### config.mk
export PLATFORM = sky130hd
export DESIGN_NAME = serial_subtractor
export DESIGN_NICKNAME = d
export VERILOG_FILES = /design/src/rtl/serial_subtractor.sv
export SDC_FILE = /design/constraint.sdc
export NUM_CORES = 1
export LEC_CHECK = 0
export CORE_UTILIZATION = 25
export CTS_CLUSTER_SIZE = 20
export DETAILED_ROUTE_END_ITERATION = 10
export MAX_ROUTING_LAYER = met4
export PLACE_DENSITY_LB_ADDON = 0.12
export SYNTH_ARGS = -nofsm -noshare
export SYNTH_HDL_FRONTEND = slang
export SYNTH_SLANG_ARGS = --single-unit
### constraint.sdc
create_clock -name clk -period 1.5 [get_ports clk]
set_clock_uncertainty 0.2 [all_clocks]
set_input_delay 0.375 -clock clk [delete_from_list [all_inputs] [get_ports clk]]
set_output_delay 0.375 -clock clk [all_outputs]
set_load 0.05 [all_outputs]
### src/rtl/serial_subtractor.sv
// Bit-serial two's-complement subtractor: computes a - b one bit per clock, LSB first,
// using a single full-adder slice (a + ~b + 1) with a carry flop and a start/busy/done handshake.
module serial_subtractor #(
    parameter int unsigned N = 8
) (
    input  logic         clk,
    input  logic         rst,
    input  logic         start,
    input  logic [N-1:0] a,
    input  logic [N-1:0] b,
    output logic         busy,
    output logic         done,
    output logic [N-1:0] diff,
    output logic         bout,
    output logic         ovf
);

    localparam int unsigned CW = $clog2(N) + 1;

    typedef enum logic [1:0] {
        IDLE = 2'd0,
        RUN  = 2'd1,
        DONE = 2'd2
    } state_t;

    state_t        state;
    state_t        state_nxt;

    logic [N-1:0]  sa;
    logic [N-1:0]  sb;
    logic [N-1:0]  sr;
    logic          carry;
    logic [CW-1:0] cnt;
    logic          a_msb;
    logic          b_msb;

    logic          accept;
    logic          last;
    logic          sum_bit;
    logic          carry_nxt;

    // State register
    always_ff @(posedge clk) begin
        if (rst) begin
            state <= IDLE;
        end else begin
            state <= state_nxt;
        end
    end

    // Next-state and control decode
    always_comb begin
        state_nxt = state;
        accept    = 1'b0;
        last      = 1'b0;
        case (state)
            IDLE: begin
                if (start) begin
                    accept    = 1'b1;
                    state_nxt = RUN;
                end
            end
            RUN: begin
                if (cnt == CW'(N - 1)) begin
                    last      = 1'b1;
                    state_nxt = DONE;
                end
            end
            DONE: begin
                if (start) begin
                    accept    = 1'b1;
                    state_nxt = RUN;
                end else begin
                    state_nxt = IDLE;
                end
            end
            default: begin
                state_nxt = IDLE;
            end
        endcase
    end

    // Single full-adder slice: a + ~b + carry, carry seeded with 1
    always_comb begin
        sum_bit   = sa[0] ^ sb[0] ^ carry;
        carry_nxt = (sa[0] & sb[0]) | (sa[0] & carry) | (sb[0] & carry);
    end

    // Serial datapath and registered handshake/result outputs
    always_ff @(posedge clk) begin
        if (rst) begin
            sa    <= '0;
            sb    <= '0;
            sr    <= '0;
            carry <= 1'b0;
            cnt   <= '0;
            a_msb <= 1'b0;
            b_msb <= 1'b0;
            busy  <= 1'b0;
            done  <= 1'b0;
            diff  <= '0;
            bout  <= 1'b0;
            ovf   <= 1'b0;
        end else begin
            busy <= (state_nxt == RUN);
            done <= (state_nxt == DONE);
            if (accept) begin
                sa    <= a;
                sb    <= ~b;
                sr    <= '0;
                carry <= 1'b1;
                cnt   <= '0;
                a_msb <= a[N-1];
                b_msb <= b[N-1];
            end else if (state == RUN) begin
                sa    <= {1'b0, sa[N-1:1]};
                sb    <= {1'b0, sb[N-1:1]};
                sr    <= {sum_bit, sr[N-1:1]};
                carry <= carry_nxt;
                cnt   <= cnt + CW'(1);
            end
            // The last slice result goes straight to the outputs, so sum_bit is the result MSB
            if (last) begin
                diff <= {sum_bit, sr[N-1:1]};
                bout <= ~carry_nxt;
                ovf  <= (a_msb != b_msb) & (sum_bit != a_msb);
            end
        end
    end

endmodule

## Word-level counts from Yosys, hierarchy flattened

Cells that the tools add are included.

- Memories: 0
- Output and inout port bits: 12
- Flip-flop bits (word level): 45
- Logic and storage cells: 49
- Memory bits (writable): 0
- Input port bits: 19
- ROM bits: 0
- Bits in latches: 0

- Shift-type cells: 0
- Multiply operators: 0
- Magnitude comparators: 0
- Equal/unequal tests: 7
- Bitwise operators: 10
- Reduce and logical (&&, ||, !) cells: 4
- Add/sub/neg operators: 1
- Mux-type cells: 14
- Divide/modulo/power cells: 0

Operator list:

| operator | count |
|---|---|
| $mux 8 | 4 |
| $not 8->8 | 1 |
| $mux 1 | 7 |
| $pmux 2 s3 | 1 |
| $add 4x1->4 const B | 1 |
| $and 1x1->1 | 4 |
| $eq 2x1->1 const B | 2 |
| $eq 2x2->1 const B | 2 |
| $eq 4x3->1 const B | 1 |
| $mux 2 | 2 |
| $reduce_or 2->1 | 2 |
| $logic_not 2->1 | 1 |
| $ne 1x1->1 | 2 |
| $or 1x1->1 | 2 |
| $reduce_bool 2->1 | 1 |
| $xor 1x1->1 | 2 |
| $not 1->1 | 1 |

## Logic depth before layout (Yosys ltp)

Gate-level depths: netlist of the first run.

- Word-level depth: 5
- Mapped depth: 5
- Mapped depth without buffers: 4

## Worst setup path after synthesis of the first run

OpenSTA, ideal clock, no wires.

- Kind: reg-to-reg
- Start point: register sa[0]
- End point: register ovf
- Library setup time: 86 ps
- Buffers on the path: 0
- Path slack: -57 ps
- Arrival: 1271 ps
- Cell stages (with the launch flop): 5
- Required time: 1214 ps
- Period minus slack after synthesis: 1557 ps
- Path through: dfxtp_1 fa_1 nor2b_1 a21oi_1 a211oi_1

- Word-level cells in the longest chain between the ends: 4

Ends and longest elaborated chain:

| what | RTL line | RTL |
|---|---|---|
| start: declaration | 29 | `logic [N-1:0] sa;` |
| start signal: assignment | 116 | `sa <= {1'b0, sa[N-1:1]};` |
| $xor 1x1->1 (2 in series) | 85 | `sum_bit = sa[0] ^ sb[0] ^ carry;` |
| named net sum_bit | 39 | `logic sum_bit;` |
| $ne 1x1->1 | 126 | `ovf <= (a_msb != b_msb) & (sum_bit != a_msb);` |
| $and 1x1->1 | 126 |  |
| end signal: assignment | 126 |  |
| end: declaration | 15 | `output logic ovf` |

The timed path passes the listed nets, and every way through them passes these cells.
A chain may end at the register's enable or synchronous reset.

## Worst setup path in the final report of the first run

- Start point: register sb[0]
- End point: register ovf

- Word-level cells in the longest chain between the ends: 4

Ends and longest elaborated chain:

| what | RTL line | RTL |
|---|---|---|
| start: declaration | 30 | `logic [N-1:0] sb;` |
| start signal: assignment | 109 | `sb <= ~b;` |
| start signal: assignment | 117 | `sb <= {1'b0, sb[N-1:1]};` |
| $xor 1x1->1 (2 in series) | 85 |  |
| named net sum_bit | 39 |  |
| $ne 1x1->1 | 126 |  |
| $and 1x1->1 | 126 |  |

The timed path passes the listed nets, and every way through them passes these cells.

==> impl_results.md, run 1 <==
- Logic gate share of total power: 15.7%
- VDD IR max: ~0.0003 V
- Mapped Area: ~1800 µm²
- Vias in the first global route: ~1500
- Synth warn: 0
- Tcrit/Tclk final: 105%
- First-pass GRT wire length: 7.20 mm
- Reg power frac: a little over half
- ANT cells: 0
- Failing checks: setup timing
- Critical Path RT: between 1500 and 2000 ps
- Final Hold Fails: 0
- Unrepaired setup endpoints after global routing: true
- Final min period: 1570 ps
- Synth area leaders: dfxtp_1 49%, nand2_1 8.7%, a21oi_1 7.5%
- Run status: finished, violations left
- Reg2reg path depth: 4
- Post-synth cell types: 32
- # clock sinks: 44
- Post-route setup slack: -69.7 ps
- Sw frac: between 20 and 30%
- Full die area: between 7000 and 8000 µm²
- Worst-skew pair later-pin latency: 300 ps
- Initial DRC count: 57
- Critical path peak fanout: 3
- Rows: 30
- Crit. Startpoint: sb[0]$_SDFFE_PP0P_
- Drc violations: 0
- Internal: between 0.0015 and 0.002 W
- P_sw: ~0.00060 W
- Hold EP: sr[1]$_SDFFE_PP0P_
- Via Count: roughly 1600
- Max Cap Violations: 0
- Max Clk Rate: approximately 0.64 GHz
- Pwr Density: between 900 and 1000 nW/µm²
- Largest net degree at the start of global routing: 25
- Final count of pins violating max slew: 0
- Clock share of power: between 30% and 40%
- Fin Hold WS: approximately 260 ps
- Syn Inst Count: about 210
- Avg Inst Size Synth: slightly below 9 µm²
- Post-synth top area share: around 49%
- Worst Hold Launch: sr[1]$_SDFFE_PP0P_
- GP Congestion: between 0.7 and 0.8
- Setup CP Type: flip-flop to flip-flop
- Htree depth: 2
- Rel. slew slack: between 70 and 80%
- Startpoint types: flip-flop
- Layout area overhead: 43.3%
- Worst-margin pin slew: about 340 ps
- Vias per cell: approximately 4.5
- Core Region: 6870 µm²
- Die H: a little under 90 µm
- Die Span X: 87.0 µm
- Sequential share of the synthesized area: ~49%
- Final net count: 272
- DR WL/cell: between 10 and 15 µm
- Initial antenna violation count: 0
- Num CTS Buffers: 5
- CTS tree: yes
- Hold path depth: 2
- Dpl cell area: around 2400 µm²
- Root Driver: clkbuf_8
- Final Setup Violations: 3
- Initial Utilization: between 20% and 30%
- Gr usage total: between 10% and 20%
- Overflow left after global routing: 0
- Type of the tightest min-delay check: flip-flop to flip-flop
- Clk pin slew, worst setup/hold paths: roughly 80 ps
- CP Capture Type: flip-flop
- Flop-to-flop setup slack: -70 ps
- Antenna viol nets, final: 0
- Boundary Pins: 31
- FF+latch count, synth: 44
- Longest Clk Path Bufs: 2
- Net count after synthesis: 230
- DP Wirelength: 2.94 mm
- Worst EP arrival: ~1600 ps
- # port buffers: 30
- Share of layout cells above drive strength 1: between 20% and 30%
- Terminus of the critical flop-to-flop path: ovf$_SDFFE_PP0P_
- Total wire length: roughly 4.3 mm
- Design area: around 2600 µm²
- Iteration count of the initial detailed-routing pass: 4
- Cell taking the most area after synthesis: dfxtp_1
- Reg-to-reg startpoint: sb[0]$_SDFFE_PP0P_
- Leak pwr: roughly 0.93 nW
[worst max-delay path, cell delays in order (launching register included)]
cell,delay (ps)
dfxtp_2,340
fa_2,580
nor2b_2,130
a21oi_1,70
a211oi_1,180
[worst max path at each step]
stage / endpoint / slack, ps / cells after the start
6_report: ovf$_SDFFE_PP0P_ / -70 / 4
3_3_place_gp: sb[3]$_SDFFE_PP0P_ / -240 / 5
3_5_place_dp: sb[4]$_SDFFE_PP0P_ / -270 / 5
5_1_grt: ovf$_SDFFE_PP0P_ / -140 / 4
4_1_cts: ovf$_SDFFE_PP0P_ / -110 / 4
2_1_floorplan: ovf$_SDFFE_PP0P_ / -20 / 4
[routing by layer]
layer  up-vias  part of all wire (%)  global-route usage [%]
li1        802                     -                       -
met4         0                   1.4                    5.00
met5         -                     0                       -
met3         7                   3.8                    3.13
met1       713                    49                    16.7
met2        38                    46                    19.2
[stage by stage]
stage	cells	power, W	util [%]	setup TNS [ps]	setup WS [ps]
floorplan	209	0.00147	-	-22.3	-22.3
global placement	335	0.00162	35.6	-6690	-238
detailed placement	335	0.00162	35.6	-7130	-267
CTS	342	0.00234	36.7	-106	-106
global route	347	0.00247	37.7	-321	-143
finish	347	0.00234	37.7	-131	-69.7
[cell families after synthesis]
family / count (synthesis) / share of synthesized area [%]
XOR/XNOR: 2 / 0.970
adder cells (fa/ha/maj): 2 / 1.80
flip-flops: 44 / 48.8
buffers and inverters: 19 / 6.72
AND/OR/NAND/NOR: 82 / 21.0
AO/OA/AOI/OAI: 60 / 20.8
[state kept, by name (all words and copies together), names as in the netlist]
signal / count
diff: 8
sa: 8
sb: 8
sr: 7
cnt: 4
state: 2
a_msb: 1
b_msb: 1
bout: 1
busy: 1
carry: 1
done: 1
ovf: 1
[layout make-up]
type,count,area (µm²)
repair buffers,54,677
well taps,96,120
clock buffers,6,72.6
fillers,734,4280
multi-input cells,146,830
flip-flops and latches,44,885
clock inverters,1,5.00
[synth_stat cells]
cell and number:
nand2b_1 4, nand3_1 14, fa_1 1, nor2b_1 3, xnor2_1 2, nor3b_1 1, o21ai_0 8, nor3_1 2
a21oi_1 27, buf_6 2, a2bb2oi_1 2, nand2b_4 1, or3_1 1, ha_1 1, a31oi_1 6, o21ai_1 1
a211oi_1 4, nand2_2 2, buf_2 4, a311oi_1 4, and3b_1 1, a22oi_1 1, nand2_1 42, nor2_1 9
buf_4 5, clkbuf_1 7, buf_8 1, a311oi_2 2, dfxtp_1 44, and2b_1 1, nand3b_1 1, a21o_1 5
[power groups by stage]
stage               Combinational, W  Sequential [W]  Clock [W]
CTS                         0.000347         0.00125   0.000745
finish                      0.000367         0.00125   0.000720
global placement            0.000346         0.00128          0
floorplan                   0.000188         0.00128          0
global route                0.000402         0.00126   0.000807
detailed placement          0.000345         0.00128          0
[timing repair]
action / CTS / global route
setup endpoints to repair: 3 / 8
hold buffers: 0 / 0
cloned: 0 / 1
buffers inserted: 0 / 4
gates resized for setup: 1 / 11
hold endpoints to repair: 0 / 0
pin swaps: 0 / 2
[cells in the final DEF, fill, tap and decap left out, types with 3 or more instances in the layout]
cell / count
nand2b_1: 3
dfxtp_1: 41
buf_4: 16
o21ai_0: 8
a31oi_1: 6
a311oi_1: 4
a21oi_1: 26
nor2_1: 9
clkbuf_8: 5
dfxtp_2: 3
clkdlybuf4s50_1: 18
nand3_1: 13
a21o_1: 5
buf_12: 18
a211oi_1: 4
nand2_1: 42
Note: power is estimated with default switching activity, not from simulation.
==> run 2: changes to the inputs <==
--- a/config.mk
+++ b/config.mk
@@ -5,8 +5,9 @@
 export SDC_FILE = /design/constraint.sdc
 export NUM_CORES = 1
 export LEC_CHECK = 0
+export ABC_AREA = 1
 export CORE_UTILIZATION = 25
-export CTS_CLUSTER_SIZE = 20
+export CTS_CLUSTER_SIZE = 10
 export DETAILED_ROUTE_END_ITERATION = 10
 export MAX_ROUTING_LAYER = met4
 export PLACE_DENSITY_LB_ADDON = 0.12
==> impl_results.md, run 2 <==
- Run status: finished, violations left
- Worst EP arrival: 1510 ps
- Syn Inst Count: approximately 260
- Core Region: around 7400 µm²
- Critical path peak fanout: 3
- Num CTS Buffers: 5
- Post-route setup slack: -18.9 ps
- Antenna viol nets, final: 0
- Synth area leaders: dfxtp_1 45%, nand2_1 17%, nand3_1 8.5%
- Die H: 90.1 µm
- Type of the tightest min-delay check: flip-flop to flip-flop
- Rows: 31
- DP Wirelength: about 3.4 mm
- Avg Inst Size Synth: between 7 and 8 µm²
- Async SR Flop Fraction: 0%
- VDD IR max: 0.000293 V
- Via Count: around 1800
- Initial Utilization: approximately a quarter
- Setup CP Type: flip-flop to flip-flop
- Vias per cell: 4.22
- Synth top cells by count: 87 x nand2_1, 44 x dfxtp_1, 33 x nand3_1
- Hold path depth: 2
- Total wire length: 4.75 mm
- Tcrit/Tclk final: 101%
- Failing checks: setup timing
- CTS tree: yes
- Final net count: approximately 350
- Finished Core Util: a little under two fifths
- Leak pwr: between 1 and 1.5 nW
- Largest net degree at the start of global routing: 14
- Cell taking the most area after synthesis: dfxtp_1
- Terminus of the critical flop-to-flop path: ovf$_SDFFE_PP0P_
- Initial antenna violation count: 0
- Full die area: around 8100 µm²
- Reg-to-reg startpoint: sa[0]$_SDFFE_PP0P_
- CP Capture Type: flip-flop
- Max Clk Rate: 0.658 GHz
- Post-synth cell types: 25
- Vias in the first global route: ~1700
- Reg2reg path depth: 6
- Worst-margin pin slew: between 150 and 200 ps
- Iteration count of the initial detailed-routing pass: 4
- Final Setup Violations: 1
- Die Span X: around 90 µm
- Net count after synthesis: 285
- Hold EP: diff[2]$_SDFFE_PP0P_
- Commonest non-fill, non-tap cell in the layout: nand2_1
- ANT cells: 0
- Final count of pins violating max slew: 0
- First-pass GRT wire length: a little under 8 mm
- Dpl ws: -275 ps
- Root Driver: clkbuf_8
- Boundary Pins: 31
- Number of hold buffers added after CTS: 0
- # port buffers: 30
- Startpoint types: flip-flop
- Mapped Area: around 1900 µm²
- Worst-skew pair later-pin latency: between 200 and 300 ps
- Most frequent cells in the layout: 85 x nand2_1, 40 x dfxtp_1, 36 x buf_4, 33 x nand3_1, 25 x nor2_1
- Overflow left after global routing: 0
- Flop-to-flop setup slack: -20 ps
- Clk pin slew, worst setup/hold paths: 80 ps
- GP Congestion: 0.776
- Sequential share of the synthesized area: a little under half
- Final min period: ~1500 ps
- Final Hold Fails: 0
- Initial DRC count: 58
- EDFF count, synth: 0
- Top Registers: diff (8), sa (8), sb (8)
- Htree depth: 2
- Gr usage total: approximately an eighth
- Top_reg_cell synth: dfxtp_1
- Layout area overhead: 45.2%
- Longest Clk Path Bufs: 2
- Unrepaired setup endpoints after global routing: true
- # clock sinks: 44
- Pwr Density: slightly below 900 nW/µm²
- Rel. slew slack: between 80 and 90%
- Synth warn: 0
- Most common cell in the netlist: nand2_1
- FF+latch count, synth: 44
- DR WL/cell: between 10 and 15 µm
- Drc violations: 0
- Post-synth top area share: 45.4%
- Critical Path RT: roughly 1500 ps
- Max Cap Violations: 0
- Worst Hold Launch: sr[3]$_SDFFE_PP0P_
- Share of layout cells above drive strength 1: ~25%
run 2: changes by cell type after synthesis, moves of 3 or more:
cell	delta
a21oi_1	-9
a311oi_1	-4
inv_1	+20
nand2_1	+45
nor2b_1	-3
nor2_1	+17
a31oi_1	-6
clkbuf_1	-6
a211oi_1	-4
nand2b_1	-4
a21o_1	-5
nand3_1	+19
run 2: worst max-delay path: stages (launching register included):
cell and delay (ps):
dfxtp_2 340, fa_2 620, inv_2 40, nand2_2 50, nand2_1 40, nor2_1 90, nor2_1 40
run 2: per-layer routing:
layer / vias up / GRT usage [%] / wire (µm)
met5: - / - / 0
met4: 0 / 4.84 / 76
met3: 6 / 2.79 / 125
met2: 27 / 18.8 / 2170
met1: 810 / 16.5 / 2380
li1: 952 / - / -
run 2: how the worst max path moves through the flow:
stage / start / end
finish: sa[0]$_SDFFE_PP0P_ / ovf$_SDFFE_PP0P_
global route: sa[0]$_SDFFE_PP0P_ / ovf$_SDFFE_PP0P_
CTS: carry$_SDFFE_PP0P_ / ovf$_SDFFE_PP0P_
detailed placement: rst / a_msb$_SDFFE_PP0P_
global placement: rst / a_msb$_SDFFE_PP0P_
floorplan: sa[0]$_SDFFE_PP0P_ / ovf$_SDFFE_PP0P_
run 2: what timing repair did:
item                       4_1_cts  5_1_grt
pin swaps                        1       13
setup endpoints to repair        1       16
buffers inserted                 0        5
resized for setup                1       15
run 2: cell families (layout without fill, tap and decap cells):
family	count (synthesis)	count (layout)	share of synthesized area [%]
compound gates	25	25	6.51
fa+ha+maj	2	2	1.68
buf+inv	34	96	9.54
flops	44	44	45.4
xor+xnor	1	1	0.451
simple gates	158	158	36.5
run 2: power by group:
part	leakage [nW]	total, W	switching [W]	internal (W)
logic	0.853	0.000414	0.000215	0.000200
registers	0.361	0.00126	0.0000353	0.00122
clock network	0.0503	0.000802	0.000392	0.000411
total	1.26	0.00248	0.000642	0.00183
run 2: per-stage QoR:
stage          TNS, ps  power, W  hold slack (ps)  area (µm²)  instances
2_1_floorplan        0   0.00152              238        1940        264
4_1_cts          -16.9   0.00251              273        2740        420
3_3_place_gp     -9030   0.00169              262        2640        413
5_1_grt           -309   0.00261              296        2820        425
6_report         -18.9   0.00248              261        2820        425
3_5_place_dp     -9410   0.00169              260        2640        413
run 2: cell type report:
class                      instances  area, µm²
fill                             811       4550
multi-input combinational        186        912
sequential                        44        886
timing repair buffer              67        713
tap                               99        124
clock buffer                       7       96.3
inverter                          22       87.6
==> variant (settings of run 2) <==
The parameter `N` goes from 8 to 16.
--- a/src/rtl/serial_subtractor.sv
+++ b/src/rtl/serial_subtractor.sv
@@ -2,5 +2,5 @@
 // using a single full-adder slice (a + ~b + 1) with a carry flop and a start/busy/done handshake.
 module serial_subtractor #(
-    parameter int unsigned N = 8
+    parameter int unsigned N = 16
 ) (
     input  logic         clk,
Ports: changed (resized a, b and diff); port bits go from 31 to 55. No check against the original RTL was run, so the function may have changed too.
==> variant against run 2 <==
- the run still ends with setup timing left
- synthesized cell count is 72% higher
- clock power grew to 2.7 times the old value
- worst setup slack worse by 0.049 ns
- routed wire length is 82% higher
- total power is 100% higher
- highest routed layer unchanged
- largest power group unchanged
- area after synthesis is 69% higher
- critical path type unchanged
- design area is 76% higher
- combinational power is 72% higher
- global-route usage is 0.99 points higher
- count of clock-buffer cells in the layout is 3 higher
- sequential cell count is 33 higher
==> variant: results (changes against run 2) <==
vias per inst=4.35 (+3.1%); vias in the first global route=2888 (+72%); Peak VDD IR=0.486 mV (+66%); RePlAce Congestion=0.743 (-4.2%); failing checks=setup timing; dpl ws=-0.390 ns (-0.115 ns); Worst EP arrival=1.59 ns (+0.08 ns); filler cell count=1366 (+68%); H-tree depth=3 (+1); Worst-Skew Late Latency=0.33 ns (+0.04 ns); WL/cell=12.2 microns (+9.5%); fin nets=569 (+64%); GR Util All Layers=0.136 (+0.00986); First DRT Iteration DRCs=163 (+180%); PnR worst setup slack=-0.0675 ns (-0.0486 ns); Final setup viols=17 (+16); Leakage Power=2.02 nW (+60%); crit path to=diff[12]$_SDFFE_PP0P_; sequential area share after synthesis=0.470 (+0.0168); syn nets=492 (+73%); largest net degree at the start of global routing=34 (+20); layout cell share with drive strength beyond 1=0.216 (-0.0320); status=finished, violations left; first-pass GRT wire length=13.8 mm (+74%); Final HPWL DP=5.51 mm (+63%); peak fanout along the critical path=4 (+1)
## variant: changes by cell type in the layout (fill, tap and decap cells not counted), moves of 10 or more
cell,before,now
a21oi_1,17,39
a21oi_2,1,11
buf_12,13,26
buf_4,36,26
clkbuf_16,0,10
clkdlybuf4s50_1,17,32
dfxtp_1,40,74
inv_1,18,29
nand2_1,85,128
nand3_1,33,49
nand3b_1,1,16
nor3_1,0,14
## variant: critical path: stages (launching register included)
cell and delay, ns:
dfxtp_2 0.35, ha_4 0.14, inv_2 0.04, nor2_4 0.09
ha_4 0.16, nand3_4 0.09, buf_6 0.16, buf_6 0.13
nand2_2 0.05, a21oi_2 0.05
## variant: repair_timing
action	CTS	global route
cloned	3	2
endpoints found under the setup margin	44	39
setup buffers	4	4
resized for setup	18	25
pin swaps	3	5
## variant: worst min-delay path by stage
stage	to	slack, ns	from	cells after the start
2_1_floorplan	cnt[4]$_SDFFE_PP0P_	0.23	cnt[4]$_SDFFE_PP0P_	2
3_3_place_gp	cnt[4]$_SDFFE_PP0P_	0.25	cnt[4]$_SDFFE_PP0P_	2
3_5_place_dp	cnt[4]$_SDFFE_PP0P_	0.26	cnt[4]$_SDFFE_PP0P_	2
4_1_cts	diff[0]$_SDFFE_PP0P_	0.27	sr[1]$_SDFFE_PP0P_	2
5_1_grt	diff[0]$_SDFFE_PP0P_	0.29	sr[1]$_SDFFE_PP0P_	2
6_report	diff[0]$_SDFFE_PP0P_	0.27	sr[1]$_SDFFE_PP0P_	2
## variant: area by class of cell
class	instances	area share
multi-input combinational	312	0.317
sequential	77	0.311
clock buffer	10	0.0460
clock inverter	6	0.0128
timing repair buffer	94	0.238
inverter	34	0.0282
tap	172	0.0433
timing repair inverter	3	0.00478
## variant: stage by stage
stage	hold slack, ns	instance area (sq um)	instances
global placement	0.252	4390	679
global route	0.290	4970	708
CTS	0.270	4810	702
floorplan	0.234	3320	454
finish	0.268	4970	708
detailed placement	0.260	4390	679
## variant: logic make-up after synthesis
kind of cell,share of synthesized area
buf+inv,0.0893
flops,0.470
simple gates,0.341
fa+ha+maj,0.0137
compound gates,0.0832
xor+xnor,0.00267
## variant: where the power goes
group	internal [mW]	leakage [nW]	switching (mW)
Sequential	2.15	0.630	0.0557
Combinational	0.350	1.25	0.365
Clock	1.29	0.138	0.854
## variant: per-layer routing
layer,share of wire,GRT usage
met1,0.52,0.184
met2,0.44,0.197
met3,0.031,0.0259
met4,0.015,0.0538
met5,0,-
